===== src/rtl/hazard_ctrl_pkg.sv =====
// Shared select codes, Tuse sentinel and multiply/divide latency defaults
// for the MIPS hazard/forwarding scheduler.
package hazard_ctrl_pkg;

  localparam logic [1:0] FWD_GRF   = 2'd0;
  localparam logic [1:0] FWD_E     = 2'd1;
  localparam logic [1:0] FWD_M     = 2'd2;
  localparam logic [1:0] FWD_W     = 2'd2;
  localparam logic [1:0] TUSE_NONE = 2'd3;

  localparam int MULT_CYC_DEF = 5;
  localparam int DIV_CYC_DEF  = 10;

endpackage


===== src/rtl/hazard_fwd_sel.sv =====
// Two-level priority forwarding select: source A (younger) beats source B,
// and register 0 never forwards.
module hazard_fwd_sel
  import hazard_ctrl_pkg::*;
#(
  parameter logic [1:0] CODE_A = FWD_E,
  parameter logic [1:0] CODE_B = FWD_M
) (
  input  logic [4:0] idx_i,
  input  logic [4:0] a_addr_i,
  input  logic       a_ok_i,
  input  logic [4:0] b_addr_i,
  input  logic       b_ok_i,
  output logic [1:0] sel_o
);

  always_comb begin
    sel_o = FWD_GRF;
    if (idx_i != 5'd0) begin
      if (a_ok_i && (a_addr_i == idx_i))      sel_o = CODE_A;
      else if (b_ok_i && (b_addr_i == idx_i)) sel_o = CODE_B;
    end
  end

endmodule


===== src/rtl/hazard_ctrl.sv =====
// Hazard/forwarding scheduler for the F/D/E/M/W pipeline: tracks E/M/W writers,
// stalls D, selects forwarding paths and times the MD unit. Optional: HAZARD_PERF_EN.
module hazard_ctrl
  import hazard_ctrl_pkg::*;
#(
  parameter int MULT_CYC = MULT_CYC_DEF,
  parameter int DIV_CYC  = DIV_CYC_DEF
) (
  input  logic       clk,
  input  logic       reset,
  input  logic [4:0] d_rs,
  input  logic [4:0] d_rt,
  input  logic [1:0] d_tuse_rs,
  input  logic [1:0] d_tuse_rt,
  input  logic [4:0] d_dst,
  input  logic [1:0] d_tnew,
  input  logic       d_md_use,
  input  logic       d_md_start,
  input  logic       d_md_div,
  output logic       stall,
  output logic [1:0] fwd_d_rs,
  output logic [1:0] fwd_d_rt,
  output logic [1:0] fwd_e_rs,
  output logic [1:0] fwd_e_rt,
  output logic       md_busy
`ifdef HAZARD_PERF_EN
  ,
  output logic [31:0] stall_cnt,
  output logic [31:0] md_stall_cnt
`endif
);

  localparam int MD_MAX = (DIV_CYC > MULT_CYC) ? DIV_CYC : MULT_CYC;
  localparam int MD_W   = $clog2(MD_MAX + 1);

  logic [4:0]      e_addr_q, e_rs_q, e_rt_q, m_addr_q, w_addr_q;
  logic [1:0]      e_tnew_q, m_tnew_q, m_tnew_d;
  logic            e_md_start_q, e_md_div_q;
  logic [MD_W-1:0] md_cnt_q, md_cnt_d;
  logic            data_stall_rs, data_stall_rt, data_stall, md_stall;

  // A D operand must wait while a tracked writer still needs more cycles than D can wait.
  assign data_stall_rs = (d_rs != 5'd0) &&
                         (((e_addr_q == d_rs) && (e_tnew_q > d_tuse_rs)) ||
                          ((m_addr_q == d_rs) && (m_tnew_q > d_tuse_rs)));
  assign data_stall_rt = (d_rt != 5'd0) &&
                         (((e_addr_q == d_rt) && (e_tnew_q > d_tuse_rt)) ||
                          ((m_addr_q == d_rt) && (m_tnew_q > d_tuse_rt)));
  assign data_stall    = data_stall_rs || data_stall_rt;
  assign md_stall      = d_md_use && (md_busy || e_md_start_q);
  assign stall         = data_stall || md_stall;
  assign md_busy       = (md_cnt_q != '0);

  assign m_tnew_d = (e_tnew_q == 2'd0) ? 2'd0 : e_tnew_q - 2'd1;

  always_comb begin
    md_cnt_d = md_cnt_q;
    if (e_md_start_q)          md_cnt_d = e_md_div_q ? MD_W'(DIV_CYC) : MD_W'(MULT_CYC);
    else if (md_cnt_q != '0)   md_cnt_d = md_cnt_q - 1'b1;
  end

  always_ff @(posedge clk) begin
    if (reset) begin
      e_addr_q     <= '0;
      e_tnew_q     <= '0;
      e_rs_q       <= '0;
      e_rt_q       <= '0;
      e_md_start_q <= 1'b0;
      e_md_div_q   <= 1'b0;
      m_addr_q     <= '0;
      m_tnew_q     <= '0;
      w_addr_q     <= '0;
      md_cnt_q     <= '0;
    end else begin
      e_addr_q     <= stall ? 5'd0 : d_dst;
      e_tnew_q     <= stall ? 2'd0 : d_tnew;
      e_rs_q       <= stall ? 5'd0 : d_rs;
      e_rt_q       <= stall ? 5'd0 : d_rt;
      e_md_start_q <= stall ? 1'b0 : d_md_start;
      e_md_div_q   <= stall ? 1'b0 : d_md_div;
      m_addr_q     <= e_addr_q;
      m_tnew_q     <= m_tnew_d;
      w_addr_q     <= m_addr_q;
      md_cnt_q     <= md_cnt_d;
    end
  end

  hazard_fwd_sel #(.CODE_A(FWD_E), .CODE_B(FWD_M)) u_fwd_d_rs (
    .idx_i(d_rs), .a_addr_i(e_addr_q), .a_ok_i(e_tnew_q == 2'd0),
    .b_addr_i(m_addr_q), .b_ok_i(m_tnew_q == 2'd0), .sel_o(fwd_d_rs));
  hazard_fwd_sel #(.CODE_A(FWD_E), .CODE_B(FWD_M)) u_fwd_d_rt (
    .idx_i(d_rt), .a_addr_i(e_addr_q), .a_ok_i(e_tnew_q == 2'd0),
    .b_addr_i(m_addr_q), .b_ok_i(m_tnew_q == 2'd0), .sel_o(fwd_d_rt));

  // In E the M stage is the younger source (code 1) and W the older one (code 2).
  hazard_fwd_sel #(.CODE_A(2'd1), .CODE_B(FWD_W)) u_fwd_e_rs (
    .idx_i(e_rs_q), .a_addr_i(m_addr_q), .a_ok_i(m_tnew_q == 2'd0),
    .b_addr_i(w_addr_q), .b_ok_i(1'b1), .sel_o(fwd_e_rs));
  hazard_fwd_sel #(.CODE_A(2'd1), .CODE_B(FWD_W)) u_fwd_e_rt (
    .idx_i(e_rt_q), .a_addr_i(m_addr_q), .a_ok_i(m_tnew_q == 2'd0),
    .b_addr_i(w_addr_q), .b_ok_i(1'b1), .sel_o(fwd_e_rt));

`ifdef HAZARD_PERF_EN
  always_ff @(posedge clk) begin
    if (reset) begin
      stall_cnt    <= '0;
      md_stall_cnt <= '0;
    end else begin
      if (stall)                     stall_cnt    <= stall_cnt + 32'd1;
      if (md_stall && !data_stall)   md_stall_cnt <= md_stall_cnt + 32'd1;
    end
  end
`else
  // Performance counters are not built in this configuration.
`endif

endmodule


===== config.mk =====
export PLATFORM = sky130hd
export DESIGN_NAME = hazard_ctrl
export DESIGN_NICKNAME = d
export VERILOG_FILES = /design/src/rtl/hazard_ctrl_pkg.sv /design/src/rtl/hazard_fwd_sel.sv /design/src/rtl/hazard_ctrl.sv
export SDC_FILE = /design/constraint.sdc
export NUM_CORES = 1
export LEC_CHECK = 0
export CAP_MARGIN = 5
export CELL_PAD_IN_SITES_DETAIL_PLACEMENT = 0
export CELL_PAD_IN_SITES_GLOBAL_PLACEMENT = 1
export CORE_ASPECT_RATIO = 1.75
export CORE_MARGIN = 3
export CORE_UTILIZATION = 42
export DETAILED_ROUTE_END_ITERATION = 6
export PLACE_DENSITY_LB_ADDON = 0.1
export SYNTH_ARGS = -nofsm -noshare
export SYNTH_HDL_FRONTEND = slang
export SYNTH_SLANG_ARGS = --single-unit

===== constraint.sdc =====
create_clock -name clk -period 5.45 [get_ports clk]
set_input_delay 1.09 -clock clk [delete_from_list [all_inputs] [get_ports clk]]
set_output_delay 1.09 -clock clk [all_outputs]
set_load 0.05 [all_outputs]

==> metrics.txt <==
Skew-Pair Late Insertion Delay=about 0.28 ns; XOR/XNOR Fraction of Synth Area=~18%; post-synth cell types=34; CTS tree=built; Synth Cell Area=slightly below 2000 sq um; FILL cells=around 460; Synth Register Bits=35; area of the core=4484 sq um; root buf cell=clkbuf_8; commonest non-fill, non-tap cell in the layout=dfxtp_1; setup violators final=0; Max Clock Skew=0.002716 ns; hpwl dp=approximately 3.5 mm; fin. max-slew vios=0; number of global-route vias before repair=between 1500 and 2000; Synth Instances=228; Iteration-0 DRC Markers=45; fraction of registers with async set/reset=0%; max_cap viols=0; Power Density=between 300 and 400 nW/um^2; mux cell area share after synthesis=0%; post-synthesis simple-gate area fraction=27.94%; Nets=296; Synth Area per Inst=slightly below 9 sq um; Post-CTS Setup Inserts=0; Final ANT Viol Nets=0; routed vias/inst=5.323; Post-CTS Hold Buffers=0; Ys Warns=0; Critical Path RT=4.36 ns; fin crit share=between 80 and 90%; I/O Buffers=35; # DRC=0; Worst Path Buf+Inv=2; wire length per cell=around 15 um; fraction of layout cells with a size suffix above 1=under 10%; Final Hold Viols=0; largest delay contributor family on the critical path=buffers and inverters; CTS-repair resized insts=0; Lkg Pwr=around 0.0010 uW; Critical-path top delay cell=clkdlybuf4s50_1; WP data arrival=about 3.4 ns; Hold Path Class=reg -> reg; Peak VDD IR=roughly 0.25 mV; initial antenna violation count=0; Starting Density=roughly 44%; vias post-DR=between 1500 and 2000; critical setup path kind=in -> out; Crit path top cell by count=clkdlybuf4s50_1; slowest stage delay, CP=roughly 0.8 ns; CP Capture Type=output port; TritonRoute pass-1 iters=4; Post-DP Area=approximately 2400 sq um; largest net degree at the start of global routing=36; final instance area=between 2000 and 2500 sq um; minimum clock period=4.524 ns; CTS Buf Count=5; f_max=0.2210 GHz; Setup TNS Final=0 ns; RSZ-0062 raised after global routing=false; ANT cells=0; clk sinks=35; clk slew on worst S/H paths=around 0.07 ns; Clock Tree Buf Depth=2; GPL Wtd Cong=0.9387; main combinational cell family by area after synthesis=simple AND/OR/NAND/NOR gates; die area=between 5000 and 6000 sq um; ys flop type=dfxtp_1; Die X=~58 um; grt total ovfl=0; Relative slew margins=26.34%; most frequent cells in the layout=dfxtp_1 (35), clkdlybuf4s50_1 (34), nor4_1 (23); Total GRT Usage=17.54%; Area Overhead vs Synth=22.91%; Slew @ Worst Pin=around 1.1 ns; Synth Area in Compound Gates=7.048%; height of the die=~97 um; final wirelength=around 4.6 mm; first-pass GRT wire length=between 7 and 8 mm; Top Ports=36; critical path launch point type=input port; Std-Cell Rows=32; post-synthesis sequential area ratio=about a third; Mapped Nets=about 270; status=finished clean; EDFF count, synth=0; CTS H-tree lvls=2; worst-path fanout max=4; sequence of cells on the critical path=clkdlybuf4s50_1 > or4_1 > nor2_1 > or3_1 > nor4_1 > and2_1 > clkdlybuf4s50_1; Post-Synth Adder-Cell Area=6.923%
-- report_power, final --
group          switching [uW]  internal (uW)
Sequential               45.2            299
Combinational             223            173
Clock                    87.3           99.1
Total                     355            571
-- path summary, 6_finish.rpt --
kind,start,to,slack (ns),cells past startpoint
min reg2reg,e_tnew_q[0],m_tnew_q[0],0.41,1
max,d_rs[1],fwd_d_rs[1],0.93,7
max reg2reg,md_cnt_q[0],e_rs_q[2],3.36,5
min,e_tnew_q[0],m_tnew_q[0],0.41,1
-- cells by family (layout without fill, tap and decap cells) --
logic type | Yosys count | in the layout
fa+ha+maj | 11 | 11
simple gates | 96 | 96
buf+inv | 25 | 56
xor+xnor | 40 | 40
flops | 35 | 35
compound gates | 21 | 21
-- metrics by stage --
step / worst slack [ns] / hold WS (ns) / instances / util, % / total power [uW]
floorplan: 1.656 / 0.3975 / 228 / - / 637.0
global placement: 0.9421 / 0.4046 / 303 / 52.54 / 746.1
detailed placement: 0.9257 / 0.4075 / 303 / 52.54 / 747.2
CTS: 0.9197 / 0.4169 / 310 / 54.49 / 935.6
global route: 0.6921 / 0.4427 / 310 / 54.49 / 988.7
finish: 0.9257 / 0.4133 / 310 / 54.49 / 926.2
-- layer usage --
| layer | global-route usage [%] | routed length, um | part of all wire [%] | vias to the layer above |
|---|---|---|---|---|
| li1 | - | - | - | 843 |
| met4 | 9.286 | 181 | 4.0 | 0 |
| met1 | 20.84 | 1933 | 42 | 745 |
| met3 | 2.804 | 149 | 3.3 | 17 |
| met5 | 0 | 0 | 0 | - |
| met2 | 29.18 | 2308 | 50 | 45 |
-- sequential cells by signal, summed over array words and instances (netlist names) --
name,cells
m_tnew_q,2
e_md_div_q,1
e_rs_q,5
e_md_start_q,1
m_addr_q,5
e_addr_q,5
md_cnt_q,4
e_tnew_q,2
w_addr_q,5
e_rt_q,5
-- cell type report --
type | instances | area [sq um] | share of cell area [%]
clock inverters | 1 | 5.005 | 0.2048
multi-input cells | 168 | 1184 | 48.44
well taps | 51 | 63.81 | 2.611
inverters | 12 | 45.04 | 1.843
clock buffers | 6 | 82.58 | 3.379
flip-flops and latches | 35 | 700.7 | 28.67
repair buffers | 37 | 362.8 | 14.85
-- cell usage after synthesis (all sizes together) (2+ instances only) --
cell type	count	area, sq um
nor2b	10	62.56
nor4	23	143.9
a211oi	3	22.52
nand2b	20	125.1
o21a	2	15.01
ha	11	137.6
or4	3	26.27
xnor2	19	166.4
and4	2	17.52
clkbuf	9	33.78
nor2	14	55.06
buf	4	25.02
nand3	6	30.03
dfxtp	35	700.7
or3	3	18.77
a21oi	8	40.04
nor3	8	40.04
nand2	4	15.01
xor2	21	183.9
inv	12	45.04
a22oi	2	15.01
Note: power is estimated with default switching activity, not from simulation.
